==> src/rtl/dac_tx_pkg.sv <==
// Shared definitions for the serial DAC playback engine: FSM states, frame
// constants and small helpers for the length clamp and the period reload.
package dac_tx_pkg;

    typedef enum logic [2:0] {
        IDLE  = 3'd0,
        FETCH = 3'd1,
        LOAD  = 3'd2,
        SYNC  = 3'd3,
        SHIFT = 3'd4,
        LATCH = 3'd5,
        WAIT  = 3'd6
    } state_t;

    localparam int FRAME_CYCLES = 20;
    localparam int SAMPLE_BITS  = 16;
    localparam int MAX_LEN      = 1024;

    // Requested pass lengths beyond the buffer size play the whole buffer.
    function automatic logic [10:0] clamp_len(input logic [11:0] len);
        if (len > 12'(MAX_LEN)) begin
            clamp_len = 11'(MAX_LEN);
        end else begin
            clamp_len = len[10:0];
        end
    endfunction

    // A period of 0 would underflow; it behaves like any other short period.
    function automatic logic [15:0] period_load(input logic [15:0] p);
        if (p == 16'd0) begin
            period_load = 16'd0;
        end else begin
            period_load = p - 16'd1;
        end
    endfunction

endpackage

==> src/rtl/dac_serial_tx.sv <==
// Serial DAC playback engine: reads samples from the playback RAM and shifts
// each one MSB-first over SYNC_N/SCLK/DIN, one frame per programmed period.
module dac_serial_tx
    import dac_tx_pkg::*;
#(
    parameter int ADDR_WIDTH = 10,
    parameter int DATA_WIDTH = 16
) (
    input  logic                  clk_sd,
    input  logic                  OPB_RST,
    input  logic                  start,
    input  logic                  abort,
    input  logic                  loop_en,
    input  logic [11:0]           data_length,
    input  logic [15:0]           period,
    output logic [ADDR_WIDTH-1:0] ram_addr,
    input  logic [DATA_WIDTH-1:0] ram_rd_data,
    output logic                  DAC_SYNC_N,
    output logic                  DAC_SCLK_EN,
    output logic                  DAC_DIN,
    output logic                  busy,
    output logic                  done,
    output logic [10:0]           sample_count,
    output logic                  period_err
);

    localparam int             BW      = $clog2(DATA_WIDTH);
    localparam logic [BW-1:0]  BIT_TOP = BW'(DATA_WIDTH - 1);

    state_t                  state_r;
    logic [15:0]             period_cnt_r;
    logic [15:0]             period_r;
    logic [10:0]             len_r;
    logic [DATA_WIDTH-1:0]   shift_r;
    logic [BW-1:0]           bit_cnt_r;
    logic [ADDR_WIDTH-1:0]   addr_r;
    logic [10:0]             count_r;
    logic                    sync_n_r;
    logic                    sclk_en_r;
    logic                    din_r;
    logic                    busy_r;
    logic                    done_r;
    logic                    period_err_r;

    logic [10:0]             len_in_s;
    logic                    last_s;
    logic                    expired_s;
    logic                    wrap_s;

    // Decode of the pass-end, period-expiry and loop-wrap conditions.
    always_comb begin
        len_in_s  = clamp_len(data_length);
        last_s    = ((count_r + 11'd1) == len_r);
        expired_s = (period_cnt_r == 16'd0);
        if (loop_en && (len_in_s != 11'd0)) begin
            wrap_s = 1'b1;
        end else begin
            wrap_s = 1'b0;
        end
    end

    // Playback FSM with registered DAC, RAM and status outputs.
    always_ff @(posedge clk_sd or posedge OPB_RST) begin
        if (OPB_RST) begin
            state_r      <= IDLE;
            period_cnt_r <= 16'd0;
            period_r     <= 16'd0;
            len_r        <= 11'd0;
            shift_r      <= '0;
            bit_cnt_r    <= '0;
            addr_r       <= '0;
            count_r      <= 11'd0;
            sync_n_r     <= 1'b1;
            sclk_en_r    <= 1'b0;
            din_r        <= 1'b0;
            busy_r       <= 1'b0;
            done_r       <= 1'b0;
            period_err_r <= 1'b0;
        end else if (abort) begin
            state_r      <= IDLE;
            period_cnt_r <= 16'd0;
            bit_cnt_r    <= '0;
            addr_r       <= '0;
            count_r      <= 11'd0;
            sync_n_r     <= 1'b1;
            sclk_en_r    <= 1'b0;
            din_r        <= 1'b0;
            busy_r       <= 1'b0;
            done_r       <= 1'b0;
        end else begin
            // The frame timer free-runs down to zero and is reloaded on FETCH entry.
            period_cnt_r <= expired_s ? 16'd0 : (period_cnt_r - 16'd1);
            case (state_r)
                IDLE: begin
                    if (start) begin
                        done_r       <= 1'b0;
                        period_err_r <= 1'b0;
                        len_r        <= len_in_s;
                        period_r     <= period;
                        addr_r       <= '0;
                        count_r      <= 11'd0;
                        if (len_in_s == 11'd0) begin
                            done_r <= 1'b1;
                            busy_r <= 1'b0;
                        end else begin
                            busy_r       <= 1'b1;
                            state_r      <= FETCH;
                            period_cnt_r <= period_load(period);
                        end
                    end
                end
                FETCH: begin
                    if (period_r < 16'(FRAME_CYCLES)) begin
                        period_err_r <= 1'b1;
                    end
                    state_r <= LOAD;
                end
                LOAD: begin
                    shift_r  <= ram_rd_data;
                    din_r    <= ram_rd_data[DATA_WIDTH-1];
                    sync_n_r <= 1'b0;
                    state_r  <= SYNC;
                end
                SYNC: begin
                    sclk_en_r <= 1'b1;
                    bit_cnt_r <= BIT_TOP;
                    state_r   <= SHIFT;
                end
                SHIFT: begin
                    if (bit_cnt_r == '0) begin
                        sclk_en_r <= 1'b0;
                        sync_n_r  <= 1'b1;
                        din_r     <= 1'b0;
                        state_r   <= LATCH;
                    end else begin
                        bit_cnt_r <= bit_cnt_r - BW'(1);
                        shift_r   <= {shift_r[DATA_WIDTH-2:0], 1'b0};
                        din_r     <= shift_r[DATA_WIDTH-2];
                    end
                end
                LATCH: begin
                    if (last_s) begin
                        addr_r <= '0;
                        if (wrap_s) begin
                            // New pass: length and period are re-sampled at the wrap.
                            count_r  <= 11'd0;
                            len_r    <= len_in_s;
                            period_r <= period;
                            if (expired_s) begin
                                state_r      <= FETCH;
                                period_cnt_r <= period_load(period);
                            end else begin
                                state_r <= WAIT;
                            end
                        end else begin
                            count_r <= count_r + 11'd1;
                            busy_r  <= 1'b0;
                            done_r  <= 1'b1;
                            state_r <= IDLE;
                        end
                    end else begin
                        addr_r  <= addr_r + ADDR_WIDTH'(1);
                        count_r <= count_r + 11'd1;
                        if (expired_s) begin
                            state_r      <= FETCH;
                            period_cnt_r <= period_load(period_r);
                        end else begin
                            state_r <= WAIT;
                        end
                    end
                end
                WAIT: begin
                    if (expired_s) begin
                        state_r      <= FETCH;
                        period_cnt_r <= period_load(period_r);
                    end else begin
                        state_r <= WAIT;
                    end
                end
                default: begin
                    state_r <= IDLE;
                end
            endcase
        end
    end

    assign ram_addr     = addr_r;
    assign DAC_SYNC_N   = sync_n_r;
    assign DAC_SCLK_EN  = sclk_en_r;
    assign DAC_DIN      = din_r;
    assign busy         = busy_r;
    assign done         = done_r;
    assign sample_count = count_r;
    assign period_err   = period_err_r;

endmodule

==> config.mk <==
export PLATFORM = sky130hd
export DESIGN_NAME = dac_serial_tx
export DESIGN_NICKNAME = d
export VERILOG_FILES = /design/src/rtl/dac_tx_pkg.sv /design/src/rtl/dac_serial_tx.sv
export SDC_FILE = /design/constraint.sdc
export NUM_CORES = 1
export LEC_CHECK = 0
export CORE_MARGIN = 2
export CORE_UTILIZATION = 44
export CTS_BUF_LIST = sky130_fd_sc_hd__clkbuf_8
export CTS_CLUSTER_SIZE = 8
export DETAILED_ROUTE_END_ITERATION = 8
export PLACE_DENSITY = 0.73
export RECOVER_POWER = 50
export SLEW_MARGIN = 20
export SYNTH_ARGS = -nofsm -noshare
export SYNTH_HDL_FRONTEND = slang
export SYNTH_SLANG_ARGS = --single-unit
==> constraint.sdc <==
create_clock -name clk_sd -period 4.1 [get_ports clk_sd]
set_input_delay 1.025 -clock clk_sd [delete_from_list [all_inputs] [get_ports clk_sd]]
set_output_delay 1.025 -clock clk_sd [all_outputs]
set_load 0.05 [all_outputs]
==> results by group, run 1 <==
Floorplanning
  – Num ports: 76
  – Die area: 14500 µm²
  – Rows: 42
  – Horiz. Die Dim: 120 µm
  – Core Box Area: 13200 µm²
  – Die height: 120 µm
  – Initial core utilization: 44.9%

Worst setup path
  – CP endpoint kind: flip-flop
  – Setup crit start kind: flip-flop
  – Worst EP required: 4.39 ns
  – WP buf/inv: 0
  – Crit path from: sample_count[0]
  – Crit Path Class: flip-flop to flip-flop
  – CP max-delay cell: a31oi_1
  – Crit-path leading delay family: compound AO/OA/AOI/OAI gates
  – CP cell instances: ha_1 -> and3_1 -> and2_1 -> a32oi_1 -> nand2_1 -> a31oi_1 -> nand2_1 -> a211oi_1
  – Critical path fanouts, max: 11
  – Crit Reg-Reg Startpoint: sample_count[0]
  – Critical Path AT: 3.62 ns
  – Critical Path Most Common Cell: nand2_1
  – Slowest stage delay, CP: 0.93 ns

Clock network
  – Post_cts resized: 0
  – CTS Buf Count: 9
  – Post-CTS setup-driven buffer insertion count: 0
  – CTS tree: done
  – Root Buffer: clkbuf_8
  – CTS max path bufs: 2
  – Sink Count: 92
  – Hold Buf Count CTS: 0
  – H-Tree Depth: 3
  – Clock-pin slew on the worst setup and hold paths: 0.10 ns
  – Latest clock arrival within the worst-skew pair: 0.38 ns

Logic synthesis
  – Synth warnings: 0
  – Commonest cells post-synth: nand2_1, dfrtp_1, nor2_1
  – Most frequent cell after synthesis: nand2_1
  – Mapped Nets: 753
  – Cell Area, Synth: 5950 µm²
  – Count of cell types in the netlist: 69
  – Sequential share of the synthesized area: 38.7%
  – Cells after Synth: 697
  – Synthesized flop and latch total: 92
  – Area leader, netlist: dfrtp_1
  – Number of flops mapped to enable cells by yosys: 0
  – Asr flop ratio synth: 100%
  – Top cells by area, synth: dfrtp_1, nand2_1, nor2_1
  – Syn Area/Cell: 8.53 µm²
  – Synth top area share: 38.3%
  – Most common flop cell mapped by yosys: dfrtp_1

Drt
  – Pre-Repair DR Iteration Count: 6
  – Routed len/inst: 16.7 µm
  – Detailed-route DRC error count: 0
  – Post-Route WL: 15.7 mm
  – ANT nets after route: 0
  – DR vias: 5544
  – Vias per cell: 5.89
  – Drt first-iter violations: 386

Placement
  – Placed Instances: 926
  – # port buffers: 75
  – Placer congestion estimate: 0.963
  – HPWL Detailed: 11.9 mm
  – DP Area: 6860 µm²

Power
  – Power per cell area: 454 nW/µm²
  – Peak supply drop: 0.288 mV
  – Int Power: 0.00192 W
  – Clock share of power: 20.5%
  – Combinational share of power: 37.1%
  – Switching share of power: 40.1%
  – Leak: 2.82 nW
  – Psw: 0.00129 W
  – Sequential Power Share: 42.4%

GRT
  – Overall routing resource usage: 22.7%
  – Largest net degree at the start of global routing: 48
  – Antenna violations before repair: 0
  – Number of global-route vias before repair: 5292
  – Global route total overflow: 0
  – First-pass GRT wire length: 26.4 mm

Layout
  – P&R area growth vs syn: 18.8%
  – Final instance area: 7070 µm²
  – Fillers: 1253
  – Fin util: 53.4%
  – Post-route insts no fill: 942
  – Reg area: 2300 µm²
  – Antenna cells: 0
  – Share of layout cells above drive strength 1: 5.61%
  – Multi-input logic area: 3430 µm²
  – Layout Nets: 817

STA
  – Least-Margin Pin Slew: 2.17 ns
  – Setup violations, final: 0
  – Max-slew headroom: -45.8%
  – Tmin final: 3.33 ns
  – Skew final: 0.0121 ns
  – Period utilisation layout: 81.2%
  – Final Hold Fails: 0
  – Final hold slack: 0.514 ns
  – Setup TNS: 0 ns
  – Max Fclk: 300 MHz
  – Slew Viols, Final: 47
  – RSZ-0062 raised after global routing: false

Run
  – Max_cap viols: 1

Hold path
  – Min-delay src: bit_cnt_r[0]
  – Class of the worst hold path: flip-flop to flip-flop

Outcome
  – Violated checks: max-capacitance violations, max-slew violations
  – Status: finished, violations left
per-stage QoR:
stage,power [W],worst slack (ns)
after floorplan,0.00218,0.685
after global placement,0.00251,0.571
after detailed placement,0.00255,0.521
after CTS,0.00321,0.819
after global routing,0.00340,0.555
final,0.00321,0.771
flip-flops by register name, indices dropped and copies added, names as in the netlist, 3 cells and up:
name / cells
period_cnt_r: 16
period_r: 16
shift_r: 15
len_r: 11
sample_count: 11
ram_addr: 10
bit_cnt_r: 4
state_r: 3
cell type report:
class	count	share of cell area, %
Multi-Input combinational cell	553	48.5
Sequential cell	92	32.6
Timing Repair Buffer	83	11.6
Tap cell	176	3.12
Clock buffer	10	1.95
Inverter	22	1.19
Clock inverter	6	1.01
cell families after synthesis:
logic type | share of synthesized area [%]
xor gates and xnor gates | 8.39
muxes | 4.04
buffers and inverters | 3.70
DFF | 38.7
adders and majority gates | 1.47
AOI/OAI and AO/OA | 17.1
and+or+nand+nor | 26.6
path summary, 6_finish.rpt:
kind / endpoint / slack [ns] / cells past startpoint
setup / recovery: period_cnt_r[0] / 0.77 / 8
hold / removal: bit_cnt_r[0] / 0.51 / 1
setup reg to reg: period_cnt_r[0] / 0.77 / 8
hold reg to reg: bit_cnt_r[0] / 0.51 / 1
max in group asynchronous: period_r[0] / 1.44 / 3
min in group asynchronous: shift_r[12] / 1.67 / 2
routing by layer:
| metal | up-vias | wire [µm] | track usage [%] |
|---|---|---|---|
| li1 | 2643 | - | - |
| met1 | 2642 | 6970 | 31.2 |
| met2 | 216 | 7420 | 36.0 |
| met3 | 43 | 760 | 2.64 |
| met4 | 0 | 543 | 10.3 |
| met5 | - | 0 | 0 |
power groups by stage:
stage / combinational (W) / clock (W) / sequential, W
2_1_floorplan: 0.000841 / 0 / 0.00134
3_3_place_gp: 0.00115 / 0 / 0.00135
3_5_place_dp: 0.00118 / 0 / 0.00137
4_1_cts: 0.00118 / 0.000671 / 0.00135
5_1_grt: 0.00132 / 0.000699 / 0.00139
6_report: 0.00119 / 0.000658 / 0.00136
cell usage in the layout (no fill, tap or decap), types with 7 or more instances in the layout:
master	instances
nand2_1	95
dfrtp_1	91
clkdlybuf4s50_1	74
nor2_1	72
o21ai_0	33
nor3_1	30
xnor2_1	29
xor2_1	28
a21oi_1	28
a31oi_1	23
nand3_1	22
inv_1	21
nor4_1	14
mux2_1	14
a211oi_1	13
or3_1	12
a21o_1	11
nor3b_1	10
clkbuf_8	10
nand4_1	9
o22ai_1	9
ha_1	7
(Power assumes the default switching activity.)
==> run 2, diff against run 1 <==
--- a/config.mk
+++ b/config.mk
@@ -10,7 +10,7 @@
 export CTS_BUF_LIST = sky130_fd_sc_hd__clkbuf_8
 export CTS_CLUSTER_SIZE = 8
 export DETAILED_ROUTE_END_ITERATION = 8
-export PLACE_DENSITY = 0.73
+export PLACE_DENSITY = 0.75
 export RECOVER_POWER = 50
 export SLEW_MARGIN = 20
 export SYNTH_ARGS = -nofsm -noshare
==> constraint.sdc (replaced) <==
create_clock -name clk_sd -period 2.8 [get_ports clk_sd]
set_input_delay 0.7 -clock clk_sd [delete_from_list [all_inputs] [get_ports clk_sd]]
set_output_delay 0.7 -clock clk_sd [all_outputs]
set_load 0.05 [all_outputs]
==> run 2 against run 1 <==
Net effect:
- critical endpoint is now period_cnt_r[13]
- count of clock-buffer cells in the layout is the same
- highest routed layer unchanged
- final cell count up 7.3%
- critical path depth did not move
- clock power is 55% higher
- via count increased by 2.7%
- sequential power grew 45%
- the flow now finishes without violations
- largest cell class unchanged
- routed wire length grew 6.3%
- core utilization rose by 4.3 points
==> results by group, run 2 (synthesis results as in run 1) <==
Drt
  – Top Layer Used: met4
  – ANT nets after route: 0
  – Drt first-iter violations: 433
  – DR vias: 5696
  – Routed len/inst: 16.5 µm
  – Post-Route WL: 16.7 mm
  – Vias per cell: 5.63
  – Routed wl met2: 7.90 mm
  – Met3 Routed Length: 656 µm
  – Pre-Repair DR Iteration Count: 6
  – WL met1: 7.87 mm
  – Detailed-route DRC error count: 0

Clock network
  – Latest clock arrival within the worst-skew pair: 0.38 ns
  – Sink Count: 92
  – Clock-pin slew on the worst setup and hold paths: 0.09 ns
  – CTS tree: done
  – CTS max path bufs: 2
  – Hold Buf Count CTS: 0
  – Root Buffer: clkbuf_8
  – H-Tree Depth: 3
  – CTS Buf Count: 9

Layout
  – Commonest non-fill, non-tap cell in the layout: nand2_1
  – Post-route insts no fill: 1011
  – Top Registers: period_cnt_r: 16 flops, period_r: 16 flops, shift_r: 15 flops
  – Layout Nets: 887
  – Most frequent cells in the layout: nand2_1, dfrtp_1, buf_4, nor2_1, clkdlybuf4s50_1
  – Antenna cells: 0
  – Share of layout cells above drive strength 1: 14.1%
  – P&R area growth vs syn: 28.4%
  – Fillers: 1238

Placement
  – Pre-CTS WS: -0.342 ns
  – Placer congestion estimate: 0.967
  – # port buffers: 75
  – Placed Instances: 996
  – HPWL Detailed: 12.6 mm

Floorplanning
  – Die height: 120 µm
  – Horiz. Die Dim: 120 µm
  – Die area: 14500 µm²
  – Num ports: 76
  – Initial core utilization: 44.9%
  – Rows: 42
  – Core Box Area: 13200 µm²

Power
  – Peak supply drop: 0.355 mV
  – Power per cell area: 639 nW/µm²
  – Leak: 3.19 nW

GRT
  – First-pass GRT wire length: 27.2 mm
  – Number of global-route vias before repair: 5501
  – Global route total overflow: 0
  – Antenna violations before repair: 0
  – Overall routing resource usage: 23.5%
  – Largest net degree at the start of global routing: 93

Worst setup path
  – Critical Path AT: 3.00 ns
  – WP buf/inv: 1
  – Critical Path Most Common Cell: o21ai_1
  – CP endpoint kind: flip-flop
  – Slowest stage delay, CP: 0.55 ns
  – Crit Path Class: primary input to flip-flop
  – Crit-path leading delay family: simple AND/OR/NAND/NOR gates
  – Critical path fanouts, max: 4
  – Worst EP required: 3.11 ns
  – CP max-delay cell: or4_1
  – Setup crit start kind: primary input
  – CP cell instances: clkdlybuf4s50_1 -> or4_1 -> or4_4 -> or3_4 -> xor2_2 -> o21ai_1 -> o21ai_1 -> a31oi_1

STA
  – Period utilisation layout: 96.2%
  – Least-Margin Pin Slew: 1.30 ns
  – Tmin final: 2.69 ns
  – Skew final: 0.00821 ns
  – Max Fclk: 371 MHz
  – Slew Viols, Final: 0
  – RSZ-0062 raised after global routing: false
  – Worst setup margin: 0.107 ns
  – Setup violations, final: 0
  – Final Hold Fails: 0
  – Max-slew headroom: 13.1%

Run
  – Max_cap viols: 0

Outcome
  – Status: finished clean

Hold path
  – Class of the worst hold path: flip-flop to flip-flop
[run 2: cell count changes in the layout (fill, tap and decap cells not counted), moves of 2 or more]
cell / before / now
clkdlybuf4s50_1: 74 / 68
buf_4: 6 / 73
dfrtp_2: 0 / 2
inv_6: 2 / 0
dlygate4sd3_1: 1 / 7
dfrtp_1: 91 / 89
[run 2: final cells by class]
cell class | count | area [µm²] | area share (%)
Clock buffer | 10 | 138 | 1.80
Clock inverter | 5 | 77.6 | 1.02
Timing Repair Buffer | 153 | 1350 | 17.7
Tap cell | 176 | 220 | 2.88
Sequential cell | 92 | 2310 | 30.2
Inverter | 22 | 86.3 | 1.13
Multi-Input combinational cell | 553 | 3460 | 45.3
[run 2: layer usage]
metal | global-route usage (%) | vias to the layer above
li1 | - | 2778
met1 | 32.8 | 2739
met2 | 37.9 | 161
met3 | 2.64 | 18
met4 | 8.36 | 0
met5 | 0 | -
[run 2: worst register-to-register path, cell delays in order, from the launching register on]
cell and delay, ns:
dfrtp_2 0.41, ha_2 0.25, nand3_1 0.15, xnor2_1 0.20, a2111oi_4 0.39, and4_4 0.34
a41oi_2 0.14, buf_12 0.19, buf_4 0.20, o41ai_1 0.27
[run 2: final timing paths]
kind / start / to / slack [ns] / depth (start not counted)
max: period[5] / period_cnt_r[13] / 0.11 / 8
min: bit_cnt_r[0] / bit_cnt_r[0] / 0.52 / 1
max reg2reg: sample_count[1] / len_r[1] / 0.15 / 9
min reg2reg: bit_cnt_r[0] / bit_cnt_r[0] / 0.52 / 1
max in group asynchronous: OPB_RST / period_cnt_r[9] / 0.69 / 3
min in group asynchronous: OPB_RST / sample_count[4] / 1.25 / 3
[run 2: per-stage QoR]
stage	TNS (ns)	utilization (%)	power (W)	hold WS (ns)	instance area (µm²)
floorplan	0	-	0.00319	0.462	5950
global placement	-4.18	56.0	0.00379	0.484	7420
detailed placement	-5.53	56.0	0.00387	0.501	7420
CTS	0	57.6	0.00489	0.521	7630
global route	0	57.7	0.00519	0.549	7640
finish	0	57.7	0.00488	0.515	7640
[run 2: repair_timing]
item | 4_1_cts | 5_1_grt
gates resized for setup | 1 | 6
setup buffers | 0 | 0
endpoints found under the setup margin | 3 | 9
cloned | 0 | 0
[run 2: where the power goes]
group	internal, W	total, W	switching (W)
combinational	0.000852	0.00189	0.00104
sequential	0.00164	0.00197	0.000333
clock	0.000520	0.00102	0.000495
total	0.00301	0.00488	0.00187
